===== src/rtl/fifo_ctrl_pkg.sv =====
// Shared types for the FIFO load-tracking pool: entry state, entry fields and
// the tail-pointer wrap rule.
package fifo_ctrl_pkg;

  localparam int ADDR_W = 64;
  localparam int DATA_W = 64;

  typedef logic [ADDR_W-1:0] addr_t;
  typedef logic [DATA_W-1:0] data_t;
  typedef logic [31:0]       size_t;
  typedef logic [31:0]       len_t;

  typedef enum logic [1:0] {
    ST_FREE,
    ST_SEND,
    ST_WAIT,
    ST_DONE
  } entry_state_e;

  typedef struct packed {
    addr_t addr;
    size_t size;
    data_t data;
  } entry_t;

  // The tail wraps after the last FIFO slot rather than at a power of two.
  function automatic len_t next_tail(input len_t tail, input len_t length);
    return (tail == length - 32'd1) ? '0 : tail + 32'd1;
  endfunction

endpackage


===== src/rtl/fifo_mshr_entry.sv =====
// One load-tracking entry: walks FREE -> SEND -> WAIT -> DONE -> FREE and keeps
// the captured address, size and response data.
module fifo_mshr_entry
  import fifo_ctrl_pkg::*;
#(
  parameter logic [7:0] MSHRID = 8'd0
) (
  input  logic         clk,
  input  logic         rst_n,
  input  logic         alloc,
  input  addr_t        addr,
  input  size_t        size,
  input  logic         issue,
  input  logic         resp_valid,
  input  logic [7:0]   resp_mshrid,
  input  data_t        resp_data,
  input  logic         commit,
  output entry_state_e state,
  output entry_t       fields
);

  // Each event is only honoured in the state that expects it, so a stale or
  // duplicate response never disturbs an entry that is not waiting.
  always_ff @(posedge clk or negedge rst_n) begin
    if (!rst_n) begin
      state  <= ST_FREE;
      fields <= '0;
    end else begin
      case (state)
        ST_FREE: if (alloc) begin
          state       <= ST_SEND;
          fields.addr <= addr;
          fields.size <= size;
          fields.data <= '0;
        end
        ST_SEND: if (issue) state <= ST_WAIT;
        ST_WAIT: if (resp_valid && resp_mshrid == MSHRID) begin
          state       <= ST_DONE;
          fields.data <= resp_data;
        end
        ST_DONE: if (commit) state <= ST_FREE;
        default: state <= ST_FREE;
      endcase
    end
  end

endmodule


===== src/rtl/fifo_mshr_pool.sv =====
// Pool of load-tracking entries feeding an in-order transaction stream with
// periodic tail-pointer checkpoints.
module fifo_mshr_pool
  import fifo_ctrl_pkg::*;
#(
  parameter int         NUM_MSHR            = 4,
  parameter int         CHECKPOINT_INTERVAL = 32,
  parameter logic [7:0] MSHRID_BASE         = 8'd144
) (
  input  logic        clk,
  input  logic        rst_n,
  input  logic        addr_valid_i,
  input  logic [63:0] addr_i,
  input  logic [31:0] size_i,
  output logic        addr_ready_o,
  input  logic [31:0] fifo_length_i,
  output logic        ld_req_valid_o,
  output logic [63:0] ld_req_addr_o,
  output logic [31:0] ld_req_size_o,
  output logic [7:0]  ld_req_mshrid_o,
  input  logic        ld_req_ready_i,
  input  logic        ld_resp_valid_i,
  input  logic [7:0]  ld_resp_mshrid_i,
  input  logic [63:0] ld_resp_data_i,
  output logic        trans_valid_o,
  output logic [63:0] trans_data_o,
  output logic [63:0] trans_addr_o,
  output logic        trans_ckpt_o,
  input  logic        trans_ready_i,
  input  logic [63:0] tail_ptr_addr_i,
  output logic [31:0] tail_ptr_o
);

  localparam int PW = $clog2(NUM_MSHR);
  localparam int CW = $clog2(CHECKPOINT_INTERVAL);

  logic [PW-1:0] alloc_ptr, issue_ptr, commit_ptr;
  logic [CW-1:0] ckpt_cnt;
  logic          ckpt_pending;
  len_t          tail_ptr;

  entry_state_e  st  [NUM_MSHR];
  entry_t        fld [NUM_MSHR];

  logic addr_fire, issue_fire, head_done, data_fire, ckpt_fire;

  assign addr_ready_o = (st[alloc_ptr] == ST_FREE);
  assign addr_fire    = addr_valid_i && addr_ready_o;

  assign ld_req_valid_o  = (st[issue_ptr] == ST_SEND);
  assign issue_fire      = ld_req_valid_o && ld_req_ready_i;
  assign ld_req_addr_o   = ld_req_valid_o ? fld[issue_ptr].addr : '0;
  assign ld_req_size_o   = ld_req_valid_o ? fld[issue_ptr].size : '0;
  assign ld_req_mshrid_o = ld_req_valid_o ? MSHRID_BASE + 8'(issue_ptr) : '0;

  // A pending checkpoint masks the head entry so it cannot slip past it.
  assign head_done     = (st[commit_ptr] == ST_DONE);
  assign trans_valid_o = ckpt_pending || head_done;
  assign trans_ckpt_o  = ckpt_pending;
  assign data_fire     = !ckpt_pending && head_done && trans_ready_i;
  assign ckpt_fire     = ckpt_pending && trans_ready_i;
  assign trans_data_o  = ckpt_pending ? {32'b0, tail_ptr}
                       : (head_done ? fld[commit_ptr].data : '0);
  assign trans_addr_o  = ckpt_pending ? tail_ptr_addr_i
                       : (head_done ? fld[commit_ptr].addr : '0);
  assign tail_ptr_o    = tail_ptr;

  for (genvar i = 0; i < NUM_MSHR; i++) begin : g_entry
    localparam logic [7:0] ID = MSHRID_BASE + 8'(i);
    fifo_mshr_entry #(.MSHRID(ID)) u_entry (
      .clk         (clk),
      .rst_n       (rst_n),
      .alloc       (addr_fire && alloc_ptr == PW'(i)),
      .addr        (addr_i),
      .size        (size_i),
      .issue       (issue_fire && issue_ptr == PW'(i)),
      .resp_valid  (ld_resp_valid_i),
      .resp_mshrid (ld_resp_mshrid_i),
      .resp_data   (ld_resp_data_i),
      .commit      (data_fire && commit_ptr == PW'(i)),
      .state       (st[i]),
      .fields      (fld[i])
    );
  end

  // The counter wraps on the data handshake that completes an interval,
  // which is exactly when the checkpoint becomes pending.
  always_ff @(posedge clk or negedge rst_n) begin
    if (!rst_n) begin
      alloc_ptr    <= '0;
      issue_ptr    <= '0;
      commit_ptr   <= '0;
      ckpt_cnt     <= '0;
      ckpt_pending <= 1'b0;
      tail_ptr     <= '0;
    end else begin
      if (addr_fire)  alloc_ptr <= alloc_ptr + PW'(1);
      if (issue_fire) issue_ptr <= issue_ptr + PW'(1);
      if (data_fire) begin
        commit_ptr <= commit_ptr + PW'(1);
        tail_ptr   <= next_tail(tail_ptr, fifo_length_i);
        ckpt_cnt   <= ckpt_cnt + CW'(1);
        if (&ckpt_cnt) ckpt_pending <= 1'b1;
      end
      if (ckpt_fire) ckpt_pending <= 1'b0;
    end
  end

endmodule


===== config.mk =====
export PLATFORM = sky130hd
export DESIGN_NAME = fifo_mshr_pool
export DESIGN_NICKNAME = d
export VERILOG_FILES = /design/src/rtl/fifo_ctrl_pkg.sv /design/src/rtl/fifo_mshr_entry.sv /design/src/rtl/fifo_mshr_pool.sv
export SDC_FILE = /design/constraint.sdc
export NUM_CORES = 1
export LEC_CHECK = 0
export ABC_AREA = 1
export BUFFER_PORTS_ARGS = -buffer_cell sky130_fd_sc_hd__buf_4
export CAP_MARGIN = 20
export CORE_MARGIN = 5
export CORE_UTILIZATION = 25
export DETAILED_ROUTE_END_ITERATION = 10
export GPL_TIMING_DRIVEN = 0
export HOLD_SLACK_MARGIN = 0.03
export PLACE_DENSITY = 0.44
export REMOVE_ABC_BUFFERS = 1
export SYNTH_ARGS = -nofsm -noshare
export SYNTH_HDL_FRONTEND = slang
export SYNTH_SLANG_ARGS = --single-unit
export TNS_END_PERCENT = 100

===== constraint.sdc =====
create_clock -name clk -period 2.8 [get_ports clk]
set_input_delay 0.28 -clock clk [delete_from_list [all_inputs] [get_ports clk]]
set_output_delay 0.28 -clock clk [all_outputs]
set_load 0.005 [all_outputs]

==> impl_metrics.csv, run 1 <==
group,metric,value,unit
placed_design,hpwl,91200,um
run_status,status,"finished, violations left",
detailed_routing,top_layer_used,"met5",
global_route,grt_antenna_before_repair,14,
finish,nFillCells,15000,
finish,syn2layout_area_growth,42.7,%
placed_design,place_congestion,0.825,
power,power.share.sequential,0.251,
sta,fin_ws,-0.204,ns
placed_design,placed_cells,6760,
cts,tritoncts,"built",
sta,worst_pin_slew,1.21,ns
yosys,yosysTopAreaCell,"dfrtp_1",
global_route,grtUsageTotal,0.208,
die,die_x,389,um
yosys,syn_inst,4622,
sta,min_period,3.00,ns
detailed_routing,vias,36100,
die,die-area,152000,um2
power,ir_drop,886,uV
cts,cts_root_buf,"clkbuf_16",
critical_path,r2r-end,"tail_ptr_o[28]$_DFFE_PN0P_",
critical_path,r2r_cells,20,
global_route,grt_overflow_total,0,
critical_path,cp_slowest_cell,"dfrtp_4",
power,p_leak,23.1,nW
sta,rsz0062_at_grt,"yes",
sta,relSlewSlack,0.187,
die,io_pins,538,
sta,finalHoldViolCount,0,
sta,setup-violations-final,239,
die,core_area,143000,um2
detailed_routing,drt_first_iter_violations,2906,
cts,clkLatencyLatePin,0.67,ns
yosys,yosysTopAreaCellShare,0.481,
yosys,synth_most_common_cell,"nand2_1",
critical_path,end_kind,"output port",
detailed_routing,ant_nets,0,
cts,numCtsBuffers,89,
yosys,netlist_area,36000,um2
power,p_per_area,1270,nW/um2
yosys,synth_common_cells,"1048 x nand2_1, 874 x o21ai_0, 692 x dfrtp_1, 393 x a21oi_1, 391 x inv_1",
detailed_routing,drc_errors,0,
yosys,synth_ff_type,"dfrtp_1",
sta,maxSlewViolCount,0,
finish,fin_cells,7235,
critical_path,reg2reg_from,"commit_ptr[0]$_DFFE_PN0P_",
critical_path,path_cells,"buf_16 -> buf_16 -> inv_16 -> buf_16 -> nand3_4 -> nand3_4 -> nand3_4 -> buf_4 -> buf_12 -> a21oi_4 -> buf_4",
power,p_sw_frac,0.452,
yosys,synthTopCellsByArea,"dfrtp_1 48%, o21ai_0 12%, nand2_1 11%",
hold_path,min_to,"g_entry[2].u_entry.state[1]$_DFFE_PN0P_",
detailed_routing,wl_met3,12700,um
die,rows,139,
cts,cts_sinks,692,
yosys,yosysSeqAreaShare,0.481,
finish,layout-drive-gt1-share,0.213,
run_status,violations,"setup timing",
critical_path,cp_max_fo,14,
hold_path,worstHoldStart,"ld_resp_mshrid_i[1]",
die,die_h,389,um
finish,nNetsFinal,5556,
sta,period_share,1.07,
critical_path,max_stage_delay,0.50,ns
power,p_comb_frac,0.568,
detailed_routing,wirelength_met1,75300,um
sta,finalSetupTns,-26.48,ns
global_route,grt_max_degree,102,
yosys,synth-edff-count,0,
power,clockPowerShare,0.181,
critical_path,worstSetupPathType,"flip-flop to output port",
run,maxCapViolCount,0,
global_route,grt_pass1_wl,240000,um
detailed_routing,routedWlPerCell,23.4,um
yosys,ys_seq_elements,692,
cts,clk_pin_slew,0.06,ns
detailed_routing,dr_wl_met2,76900,um
yosys,synth_cell_type_count,44,
finish,fin_util,0.358,
power,power.switching,29.5,mW
detailed_routing,wirelength,169000,um
detailed_routing,via_per_inst,4.98,
global_route,grt_pass1_vias,35000,
detailed_routing,firstDrtPassIters,7,
power,cell_internal_pwr,35.8,mW
placed_design,portBuffers,533,
yosys,synth.avg_cell_area,7.79,um2
hold_path,holdCritPathClass,"input port to flip-flop",
critical_path,cp.required,2.52,ns
cts,clock_path_buffers,3,
cts,htreeDepth,3,
sta,holdWs,0.203,ns
critical_path,start_kind,"flip-flop",
critical_path,r2r_setup_slack,-0.16,ns
yosys,yosys_warnings,0,
critical_path,arrival,2.72,ns
yosys,async_flop_share,1.00,
die,start_util,0.251,
sta,worst_clock_skew,0.0300,ns
sta,max_freq,333,MHz
hold_path,hold_depth,5,
==> layout by cell type (no fill, tap or decap), types with 9 or more instances in the layout <==
cell type	instances
a32o_1	64
a21oi_4	12
nand3_1	132
nand3_4	24
a21oi_1	363
nor2_1	249
nand4_1	19
a221oi_1	11
buf_12	36
nor2_4	16
a221oi_4	21
nor2_2	9
dlygate4sd3_1	163
nand2_1	1044
xnor2_1	15
o21ai_4	15
bufbuf_16	11
inv_1	387
clkbuf_1	18
o21ai_0	788
clkinv_2	15
clkbuf_16	100
o31ai_1	64
ha_1	28
buf_4	561
buf_16	68
a21oi_2	18
diode_2	11
buf_6	24
dfrtp_1	687
xor2_1	48
o21ai_2	57
o22ai_1	64
a221oi_2	31
nand3_2	20
clkbuf_8	19
o21ai_1	18
==> per-layer routing <==
metal / track usage / vias up
li1: - / 16900
met1: 0.287 / 17700
met2: 0.333 / 1294
met3: 0.0475 / 232
met4: 0.0456 / 12
met5: 0 / -
==> through the flow <==
| step | setup slack [ns] | total power, mW | cell area [um2] |
|---|---|---|---|
| after floorplan | -9.65 | 28.5 | 34600 |
| after global placement | -24.46 | 35.5 | 40900 |
| after detailed placement | -2.82 | 43.3 | 42600 |
| after CTS | -0.293 | 63.5 | 50300 |
| after global routing | -0.343 | 69.4 | 51300 |
| final | -0.204 | 65.3 | 51300 |
==> power by group through the flow <==
stage / logic (mW) / clock network [mW] / registers, mW
after floorplan: 12.0 / 0 / 16.5
after CTS: 35.0 / 12.2 / 16.4
after global placement: 18.0 / 0 / 17.5
after detailed placement: 26.3 / 0 / 16.9
after global routing: 39.9 / 12.6 / 16.9
final: 37.1 / 11.8 / 16.4
==> cell type report <==
type,instances,area [um2],area share
diodes,11,27.5,0.000536
clock buffers,127,2580,0.0503
clock inverters,31,398,0.00775
inverters,400,1610,0.0314
multi-input cells,3185,17500,0.341
flip-flops and latches,692,17300,0.338
well taps,1903,2380,0.0464
repair buffers,877,9370,0.183
repair inverters,9,155,0.00302
==> cells by family after synthesis <==
kind of cell | share of synthesized area
AO/OA/AOI/OAI | 0.238
AND/OR/NAND/NOR | 0.172
XOR/XNOR | 0.0153
adder cells (fa/ha/maj) | 0.0111
flip-flops | 0.481
other | 0.000104
buffers and inverters | 0.0817
==> repair_timing <==
action / 4_1_cts / 5_1_grt
gates cloned: 46 / 18
hold buffers: 163 / 0
endpoints found under the setup margin: 913 / 761
buffers inserted: 61 / 19
pin swaps: 31 / 43
resized for setup: 337 / 115
endpoints found under the hold margin: 725 / 0
==> registers in the layout, summed over array words and instances, names as in the netlist <==
register                cells
alloc_ptr                   2
ckpt_cnt                    5
commit_ptr                  2
g_entry.u_entry.fields    640
g_entry.u_entry.state       8
issue_ptr                   2
tail_ptr_o                 32
trans_ckpt_o                1
==> how the worst max path moves through the flow <==
stage	startpoint	end	cells past startpoint
CTS	commit_ptr[0]$_DFFE_PN0P_	trans_data_o[14]	12
global placement	issue_ptr[0]$_DFFE_PN0P_	g_entry[3].u_entry.state[1]$_DFFE_PN0P_	8
detailed placement	commit_ptr[0]$_DFFE_PN0P_	tail_ptr_o[31]$_DFFE_PN0P_	16
finish	commit_ptr[0]$_DFFE_PN0P_	trans_data_o[62]	11
global route	commit_ptr[0]$_DFFE_PN0P_	trans_data_o[26]	12
floorplan	issue_ptr[0]$_DFFE_PN0P_	g_entry[3].u_entry.state[0]$_DFFE_PN0P_	9
==> worst max-delay path, delay by kind of cell (launching register included) <==
family / cells / cell delay, ns
buf+inv: 7 / 0.96
flops: 1 / 0.50
simple gates: 3 / 0.33
compound gates: 1 / 0.21
No activity file was read; power rests on OpenSTA's default activity.
==> inputs of run 2 (changes only) <==
==> constraint.sdc (replaced) <==
create_clock -name clk -period 3.7 [get_ports clk]
set_input_delay 0.37 -clock clk [delete_from_list [all_inputs] [get_ports clk]]
set_output_delay 0.37 -clock clk [all_outputs]
set_load 0.005 [all_outputs]
==> impl_metrics.csv, run 2 (synthesis gave the netlist of run 1 again) <==
group,metric,value,unit
run_status,status,"completed",
critical_path,arrival,3.13,ns
power,ir_drop,633,uV
finish,largest_reg_flops,640,
detailed_routing,firstDrtPassIters,6,
detailed_routing,drc_errors,0,
critical_path,worstSetupPathType,"flip-flop to output port",
die,start_util,0.251,
finish,layout-drive-gt1-share,0.168,
cts,clock_path_buffers,3,
hold_path,holdCritPathClass,"input port to flip-flop",
critical_path,end_kind,"output port",
sta,min_period,3.50,ns
placed_design,placed_cells,6760,
power,p_leak,21.8,nW
die,die_h,389,um
finish,register_area,17300,um2
run,maxCapViolCount,0,
finish,fin_util,0.336,
die,die-area,152000,um2
power,clockPowerShare,0.207,
finish,nNetsFinal,5445,
hold_path,hold_depth,5,
sta,max_freq,286,MHz
finish,final_cell_mix,"1046 x nand2_1, 851 x o21ai_0, 687 x dfrtp_1",
finish,multi_input_area,16200,um2
sta,worst_pin_slew,0.905,ns
global_route,grt_pass1_vias,33900,
critical_path,cp_max_fo,39,
placed_design,portBuffers,533,
global_route,grt_max_degree,108,
power,p_per_area,898,nW/um2
die,core_area,143000,um2
finish,fin_cells,7124,
detailed_routing,drt_first_iter_violations,2544,
cts,clk_pin_slew,0.06,ns
critical_path,start_kind,"flip-flop",
global_route,grt_antenna_before_repair,14,
finish,largest_register,"g_entry.u_entry.fields",
detailed_routing,via_per_inst,4.85,
cts,htreeDepth,3,
placed_design,place_area,42600,um2
cts,cts_sinks,692,
detailed_routing,vias,34600,
placed_design,hpwl,91200,um
sta,worst_clock_skew,0.0288,ns
cts,tritoncts,"built",
sta,fin_ws,0.202,ns
detailed_routing,wirelength,148000,um
critical_path,cp.required,3.33,ns
cts,clkLatencyLatePin,0.67,ns
power,power.switching,19.1,mW
sta,holdWs,0.226,ns
cts,numCtsBuffers,89,
power,power.share.sequential,0.289,
power,p_sw_frac,0.442,
power,p_comb_frac,0.505,
sta,period_share,0.945,
power,cell_internal_pwr,24.1,mW
sta,setup-violations-final,0,
detailed_routing,routedWlPerCell,20.8,um
finish,nFillCells,15200,
sta,maxSlewViolCount,0,
global_route,grtUsageTotal,0.189,
placed_design,place_congestion,0.825,
placed_design,pre_cts_ws,-1.92,ns
sta,relSlewSlack,0.395,
die,die_x,389,um
sta,rsz0062_at_grt,"no",
detailed_routing,ant_nets,0,
critical_path,r2r_cells,11,
finish,fin_area,48100,um2
global_route,grt_overflow_total,0,
global_route,grt_pass1_wl,222000,um
sta,finalHoldViolCount,0,
finish,final_common_cell,"nand2_1",
die,io_pins,538,
finish,syn2layout_area_growth,33.6,%
cts,cts_root_buf,"clkbuf_16",
die,rows,139,
## run 2: cell count changes in the layout (fill, tap and decap cells not counted), moves of 14 or more
cell      delta
nand3_1     +14
o21ai_2     -39
buf_4       -17
buf_16      -30
a221oi_1    +47
a221oi_4    -21
o21ai_0     +63
a221oi_2    -26
buf_6       -23
a21oi_1     +20
## run 2: final timing paths
path	startpoint	end	slack (ns)
max in group asynchronous	rst_n	g_entry[2].u_entry.fields[156]$_DFFE_PN0P_	1.40
hold / removal	addr_valid_i	alloc_ptr[1]$_DFFE_PN0P_	0.23
setup / recovery	commit_ptr[1]$_DFFE_PN0P_	trans_data_o[15]	0.20
min in group asynchronous	rst_n	g_entry[3].u_entry.fields[48]$_DFFE_PN0P_	0.31
hold reg to reg	g_entry[1].u_entry.fields[71]$_DFFE_PN0P_	g_entry[1].u_entry.fields[71]$_DFFE_PN0P_	0.47
setup reg to reg	g_entry[0].u_entry.state[1]$_DFFE_PN0P_	g_entry[0].u_entry.fields[24]$_DFFE_PN0P_	0.27
## run 2: timing repair
item / 4_1_cts / 5_1_grt
setup buffers: 19 / 2
pin swaps: 5 / 0
cloned: 12 / 0
endpoints found under the setup margin: 337 / 33
resized for setup: 90 / 4
hold buffers: 163 / 0
hold endpoints to repair: 722 / 0
## run 2: through the flow
step           setup TNS (ns)  total power, mW
6_report                    0             43.2
5_1_grt                     0             46.3
4_1_cts               -0.0504             43.7
3_5_place_dp          -204.02             32.7
3_3_place_gp                -             29.2
2_1_floorplan        -2799.46             22.1
## run 2: layer usage
layer	vias up	part of all wire	global-route usage	wire (um)
met5	-	0.00047	0	69
li1	16500	-	-	-
met1	16700	0.46	0.260	67300
met2	1111	0.45	0.297	66100
met3	212	0.071	0.0463	10500
met4	10	0.027	0.0523	3990
## run 2: cell type report
cell class,count,share of cell area
diodes,11,0.000572
repair inverters,3,0.000546
inverters,400,0.0332
multi-input cells,3177,0.337
repair buffers,780,0.157
clock buffers,127,0.0537
well taps,1903,0.0495
flip-flops and latches,692,0.360
clock inverters,31,0.00827
## run 2: power groups by stage
stage / clock network (mW) / registers, mW / logic [mW]
floorplan: 0 / 12.6 / 9.55
global placement: 0 / 13.7 / 15.6
detailed placement: 0 / 12.8 / 19.9
CTS: 9.20 / 12.5 / 22.1
global route: 9.51 / 12.8 / 24.0
finish: 8.92 / 12.5 / 21.8
## run 2: worst max-delay path: stages, from the launching register on
cell	delay, ns
dfrtp_4	0.90
buf_16	0.33
nand3_4	0.14
nand3_4	0.13
buf_12	0.23
clkinv_16	0.18
a32o_2	0.34
buf_4	0.15
